`src/rtl/loader_pkg.sv`:
```
// Shared definitions for the instruction-memory loader.
//   state_t           : loader FSM state encoding
//   DEFAULT_MAX_WORDS : default largest accepted program length in 32-bit words
//   HDR_WIDTH         : width of the stream header word count
package loader_pkg;

    typedef enum logic [2:0] {
        StIdle,
        StHdrHi,
        StHdrLo,
        StCollect,
        StWrite,
        StDone,
        StError
    } state_t;

    localparam int unsigned DEFAULT_MAX_WORDS = 256;
    localparam int unsigned HDR_WIDTH         = 16;

endpackage

```
`src/rtl/word_assembler.sv`:
```
// Big-endian 8-to-32 assembler: bytes shift in from the low end, so the first
// byte of a word ends up in bits [31:24].
//   clk      : clock
//   reset    : synchronous active-low reset
//   clear    : synchronous clear of the assembly register and byte counter
//   shift    : accept byteData this cycle
//   byteData : incoming stream byte
//   word     : assembly register contents
//   wordFull : the byte being shifted in now is the 4th of its word
module word_assembler (
    input  logic        clk,
    input  logic        reset,
    input  logic        clear,
    input  logic        shift,
    input  logic [7:0]  byteData,
    output logic [31:0] word,
    output logic        wordFull
);

    logic [31:0] word_q;
    logic [1:0]  count_q;

    always_ff @(posedge clk) begin
        if (!reset || clear) begin
            word_q  <= 32'h0;
            count_q <= 2'd0;
        end else if (shift) begin
            word_q  <= {word_q[23:0], byteData};
            // Wraps back to 0 after the 4th byte, ready for the next word.
            count_q <= count_q + 2'd1;
        end
    end

    assign word     = word_q;
    assign wordFull = shift && (count_q == 2'd3);

endmodule

```
`src/rtl/imem_loader.sv`:
```
// Loads a program from a byte stream into instruction memory while holding the
// processor in reset. Stream: 16-bit word count N (high byte first), then N
// big-endian 32-bit words.
//   clk, reset          : clock, synchronous active-low reset
//   start               : begin/restart a load (honoured in idle, done, error)
//   byteValid, byteData : byte stream source; byteReady is the handshake back
//   memWrite            : one-cycle write strobe, with memAddress/memWriteData
//   cpuReset            : processor hold-in-reset, released only after success
//   busy, done, error   : load status
module imem_loader
    import loader_pkg::*;
#(
    parameter int unsigned MAX_WORDS    = DEFAULT_MAX_WORDS,
    parameter logic [31:0] BASE_ADDRESS = 32'h0
) (
    input  logic        clk,
    input  logic        reset,
    input  logic        start,
    input  logic        byteValid,
    input  logic [7:0]  byteData,
    output logic        byteReady,
    output logic        memWrite,
    output logic [31:0] memAddress,
    output logic [31:0] memWriteData,
    output logic        cpuReset,
    output logic        busy,
    output logic        done,
    output logic        error
);

    state_t                 state_q, state_d;
    logic [HDR_WIDTH-1:0]   n_q, n_d;
    logic [HDR_WIDTH-1:0]   idx_q, idx_d;
    logic [HDR_WIDTH-1:0]   n_full;
    logic                   asm_clear;
    logic                   asm_shift;
    logic [31:0]            asm_word;
    logic                   asm_full;

    // Kept outside the FSM process so wordFull does not feed back into it.
    assign asm_shift = (state_q == StCollect) && byteValid;

    word_assembler u_word_assembler (
        .clk      (clk),
        .reset    (reset),
        .clear    (asm_clear),
        .shift    (asm_shift),
        .byteData (byteData),
        .word     (asm_word),
        .wordFull (asm_full)
    );

    always_ff @(posedge clk) begin
        if (!reset) begin
            state_q <= StIdle;
            n_q     <= '0;
            idx_q   <= '0;
        end else begin
            state_q <= state_d;
            n_q     <= n_d;
            idx_q   <= idx_d;
        end
    end

    always_comb begin
        state_d      = state_q;
        n_d          = n_q;
        idx_d        = idx_q;
        asm_clear    = 1'b0;
        byteReady    = 1'b0;
        memWrite     = 1'b0;
        memAddress   = 32'h0;
        memWriteData = 32'h0;
        cpuReset     = 1'b1;
        busy         = 1'b0;
        done         = 1'b0;
        error        = 1'b0;
        n_full       = {n_q[15:8], byteData};

        unique case (state_q)
            StIdle: begin
                if (start) begin
                    state_d   = StHdrHi;
                    idx_d     = '0;
                    asm_clear = 1'b1;
                end
            end
            StHdrHi: begin
                busy      = 1'b1;
                byteReady = 1'b1;
                if (byteValid) begin
                    n_d     = {byteData, 8'h00};
                    state_d = StHdrLo;
                end
            end
            StHdrLo: begin
                busy      = 1'b1;
                byteReady = 1'b1;
                if (byteValid) begin
                    n_d = n_full;
                    if (n_full == '0) begin
                        state_d = StDone;
                    end else if (32'(n_full) > MAX_WORDS) begin
                        state_d = StError;
                    end else begin
                        state_d = StCollect;
                    end
                end
            end
            StCollect: begin
                busy      = 1'b1;
                byteReady = 1'b1;
                if (asm_full) begin
                    state_d = StWrite;
                end
            end
            StWrite: begin
                busy         = 1'b1;
                memWrite     = 1'b1;
                // 32-bit add, wraps silently.
                memAddress   = BASE_ADDRESS + {14'd0, idx_q, 2'b00};
                memWriteData = asm_word;
                if (idx_q == n_q - 16'd1) begin
                    state_d = StDone;
                end else begin
                    idx_d   = idx_q + 16'd1;
                    state_d = StCollect;
                end
            end
            StDone: begin
                cpuReset = 1'b0;
                done     = 1'b1;
                if (start) begin
                    state_d   = StHdrHi;
                    idx_d     = '0;
                    asm_clear = 1'b1;
                end
            end
            StError: begin
                error = 1'b1;
                if (start) begin
                    state_d   = StHdrHi;
                    idx_d     = '0;
                    asm_clear = 1'b1;
                end
            end
            default: begin
                state_d = StIdle;
            end
        endcase

        // Outputs read as idle while reset is held, even before the first edge.
        if (!reset) begin
            byteReady    = 1'b0;
            memWrite     = 1'b0;
            memAddress   = 32'h0;
            memWriteData = 32'h0;
            cpuReset     = 1'b1;
            busy         = 1'b0;
            done         = 1'b0;
            error        = 1'b0;
        end
    end

endmodule

```
`config.mk`:
```
export PLATFORM = sky130hd
export DESIGN_NAME = imem_loader
export DESIGN_NICKNAME = d
export VERILOG_FILES = /design/src/rtl/loader_pkg.sv /design/src/rtl/word_assembler.sv /design/src/rtl/imem_loader.sv
export SDC_FILE = /design/constraint.sdc
export NUM_CORES = 1
export LEC_CHECK = 0
export ABC_AREA = 0
export CAP_MARGIN = 25
export CORE_UTILIZATION = 35
export DETAILED_ROUTE_END_ITERATION = 10
export HOLD_SLACK_MARGIN = 0.12
export PLACE_DENSITY = 0.59
export SYNTH_ARGS = -nofsm -noshare
export SYNTH_HDL_FRONTEND = slang
export SYNTH_SLANG_ARGS = --single-unit
```
`constraint.sdc`:
```
create_clock -name clk -period 2.48 [get_ports clk]
set_input_delay 0.248 -clock clk [delete_from_list [all_inputs] [get_ports clk]]
set_output_delay 0.248 -clock clk [all_outputs]
set_load 0.01 [all_outputs]
```
==> results_dict.tcl <==
set metrics [dict create \
    status "complete, but fails checks" \
    failed_checks "setup timing" \
    tritoncts "done" \
    leakage_nw 1.91 \
    timing.setup.critical_path_class "flip-flop to flip-flop" \
    drt-vias-per-instance 4.97 \
    antenna_violations_before_repair 0 \
    max-slew-margin-rel_pct 46.8 \
    irDropWorstVdd_mv 0.313 \
    timing.max_cap.violations 0 \
    clk_pin_slew_ps 80 \
    insertion_delay_ps 360 \
    synth.yosys.seq_area_share_pct 35.5 \
    detail_route.wirelength_mm 10.8 \
    layout_filler_cell_count 1104 \
    post_placement_setup_slack_ps -195 \
    wl_met1_mm 5.21 \
    met2WireLength_mm 4.99 \
    cts.sinks 69 \
    finalCoreUtilization_pct 48.6 \
    critPathRequiredTime_ps 2790 \
    final_setup_fails 13 \
    crit_path_end_kind "flip-flop" \
    final_max_slew_viol_count 0 \
    slew_at_the_pin_with_the_worst_max_slew_slack_ps 796 \
    most_used_dff_post_synth "sky130_fd_sc_hd__dfxtp_1" \
    timing.final.ws_setup_ps -135 \
    uppermost_metal_layer_occupied_by_signal_nets "met4" \
    final.setup.tns_ps -671 \
    power_density_nw_per_um2 691 \
    skew_ps 6.08 \
    grt_pass1_wl_mm 17.6 \
    avgRoutedWirePerCell_um 14.9 \
    ff2ff_setup_slack_ps -130 \
    die_x_um 108 \
    synth_top_cells_by_area "sky130_fd_sc_hd__dfxtp_1, sky130_fd_sc_hd__nand2_1, sky130_fd_sc_hd__and2_1" \
    fin_nets 595 \
    worst_hold_start "u_word_assembler.word[30]$_SDFFE_PP0P_" \
    final_report_hold_violation_count 0 \
    met3RoutedLength_um 473 \
    gr-total-overflow 0 \
    num_antenna_cells 0 \
    start_util_pct 35.9 \
    clk_path_buf_depth 2 \
    die_height_um 108 \
    mostFrequentLayoutCell "sky130_fd_sc_hd__nand2_1" \
    post-synth-top-area-fraction_pct 35.5 \
    fraction_of_layout_cells_with_a_size_suffix_above_1_pct 16.8 \
    antenna_left 0 \
    grt_start_max_net_pins 35 \
    row_count 38 \
    drcViolationCount 0 \
    design_power_total_mw 3.64 \
    cp-start-kind "flip-flop" \
    design.portCount 82 \
    fin_crit_sh_pct 105 \
    syn-cell-area_um2 3900 \
    postSynth.asyncResetShare_pct 0 \
    dr.first_iter.drc_count 172 \
    synthCells 493 \
    layout_area_overhead_pct 35.1 \
    unrepaired_setup_endpoints_after_global_routing "yes" \
    hold-path-endpoint "u_word_assembler.word[30]$_SDFFE_PP0P_" \
    detailedRoute.firstPassIterationCount 5 \
    multiInputGateArea_um2 2500 \
    synth-warning-count 0 \
    timing.critical_path.fanout_max 5 \
    critical_path_arrival_ps 2930 \
    place.gp.congestion 0.868 \
    max_clock_freq_ghz 0.382 \
    r2r-end "idx_q[1]$_SDFFE_PN0P_" \
    min_delay_path_depth 2 \
    worst_hold_path_type "flip-flop to flip-flop" \
    reg2reg_from "n_q[1]$_SDFFE_PN0P_" \
    first_global_vias 3399 \
    synth_enable_flop_cells 0 \
    clock-root-buffer "sky130_fd_sc_hd__clkbuf_8" \
    yosysUniqueCellTypes 59 \
    final_cell_mix "sky130_fd_sc_hd__nand2_1, sky130_fd_sc_hd__dfxtp_1, sky130_fd_sc_hd__clkdlybuf4s50_1, sky130_fd_sc_hd__and2_1, sky130_fd_sc_hd__a21oi_1" \
    syn-mean-instance-area_um2 7.90 \
    crit_path_start "n_q[1]$_SDFFE_PN0P_" \
    hpwl_mm 7.73 \
    io_buffers 65 \
    timing.reg2reg.worst_path_depth 10 \
    cts_made_buffers 9 \
    detailed_route_via_count 3606 \
    ff_latch_area_um2 1390 \
    cts_max_level 3 \
    core-area_um2 10800 \
    netlist.top_cell.by_area "sky130_fd_sc_hd__dfxtp_1" \
    die-area_um2 11600 \
    ys_ff_latch 69 \
    final_period_minus_worst_setup_slack_ps 2610 \
    grt.total_usage_pct 19.8 \
]
## power breakdown
group / internal, mW / switching (mW)
combinational: 0.572 / 0.750
sequential: 1.17 / 0.0871
clock: 0.571 / 0.490
## area by class of cell
cell class / instances / share of cell area (%)
well taps: 140 / 3.33
clock buffers: 9 / 2.35
flip-flops and latches: 69 / 26.3
clock inverters: 7 / 1.85
repair buffers: 104 / 18.3
multi-input cells: 390 / 47.4
inverters: 6 / 0.428
## how the worst max path moves through the flow
stage,endpoint
final,idx_q[1]$_SDFFE_PN0P_
after global routing,idx_q[1]$_SDFFE_PN0P_
after CTS,idx_q[1]$_SDFFE_PN0P_
after detailed placement,idx_q[14]$_SDFFE_PN0P_
after global placement,idx_q[14]$_SDFFE_PN0P_
after floorplan,idx_q[1]$_SDFFE_PN0P_
## timing repair
action,4_1_cts,5_1_grt
buffers inserted,2,1
pin swaps,16,11
gates resized for setup,24,13
endpoints found under the setup margin,16,56
hold buffers,0,0
## cells by family after synthesis
group | count (synthesis) | synth area share [%]
AOI/OAI and AO/OA | 87 | 14.3
adders and majority gates | 3 | 0.963
xor gates and xnor gates | 27 | 6.07
other | 1 | 0.0962
buffers and inverters | 49 | 6.65
and+or+nand+nor | 245 | 33.4
muxes | 12 | 3.08
DFF | 69 | 35.5
## synth_stat cells (2+ instances only)
library cell	instances
sky130_fd_sc_hd__nor3_2	2
sky130_fd_sc_hd__nand2_1	91
sky130_fd_sc_hd__nand4_1	4
sky130_fd_sc_hd__xnor2_1	20
sky130_fd_sc_hd__a31oi_1	5
sky130_fd_sc_hd__nor2_1	24
sky130_fd_sc_hd__o211ai_1	2
sky130_fd_sc_hd__xor2_1	7
sky130_fd_sc_hd__nor3_1	9
sky130_fd_sc_hd__nor4_1	6
sky130_fd_sc_hd__ha_1	3
sky130_fd_sc_hd__and3_1	9
sky130_fd_sc_hd__a22oi_1	9
sky130_fd_sc_hd__nand3_1	6
sky130_fd_sc_hd__mux2i_1	12
sky130_fd_sc_hd__buf_1	3
sky130_fd_sc_hd__a31o_2	2
sky130_fd_sc_hd__nor3b_1	4
sky130_fd_sc_hd__dfxtp_1	69
sky130_fd_sc_hd__or2_2	2
sky130_fd_sc_hd__buf_4	18
sky130_fd_sc_hd__o21ai_0	7
sky130_fd_sc_hd__clkbuf_1	21
sky130_fd_sc_hd__or3_1	3
sky130_fd_sc_hd__a41o_1	2
sky130_fd_sc_hd__a211oi_1	2
sky130_fd_sc_hd__a21oi_1	42
sky130_fd_sc_hd__nand2b_1	6
sky130_fd_sc_hd__inv_1	5
sky130_fd_sc_hd__nor2b_1	19
sky130_fd_sc_hd__a21o_1	2
sky130_fd_sc_hd__and2_1	50
## registers in the layout, indices dropped and copies added (netlist names)
register / cells
idx_q: 16
state_q: 3
u_word_assembler.word: 32
n_q: 16
u_word_assembler.count_q: 2
## per-layer routing
metal  track usage (%)  vias to the layer above
met5                 0                        -
met4              6.75                        0
met3              3.15                        9
met2              30.3                       73
met1              27.9                     1713
li1                  -                     1811
## worst max-delay path, stage by stage, from the launching register on
cell	delay, ps
sky130_fd_sc_hd__dfxtp_2	330
sky130_fd_sc_hd__inv_2	60
sky130_fd_sc_hd__ha_4	130
sky130_fd_sc_hd__or4b_4	470
sky130_fd_sc_hd__o41ai_4	240
sky130_fd_sc_hd__a21boi_2	230
sky130_fd_sc_hd__o21ai_2	90
sky130_fd_sc_hd__or4_4	560
sky130_fd_sc_hd__nand3_4	150
sky130_fd_sc_hd__mux2i_1	180
sky130_fd_sc_hd__and2_1	130
## per-stage QoR
| step | hold WS (ps) | cell area, um^2 | instances |
|---|---|---|---|
| after detailed placement | 445 | 4850 | 707 |
| final | 454 | 5260 | 725 |
| after global placement | 440 | 4850 | 707 |
| after CTS | 456 | 5210 | 725 |
| after floorplan | 384 | 3970 | 508 |
| after global routing | 482 | 5260 | 725 |
Power figures use the tool's default switching activity.
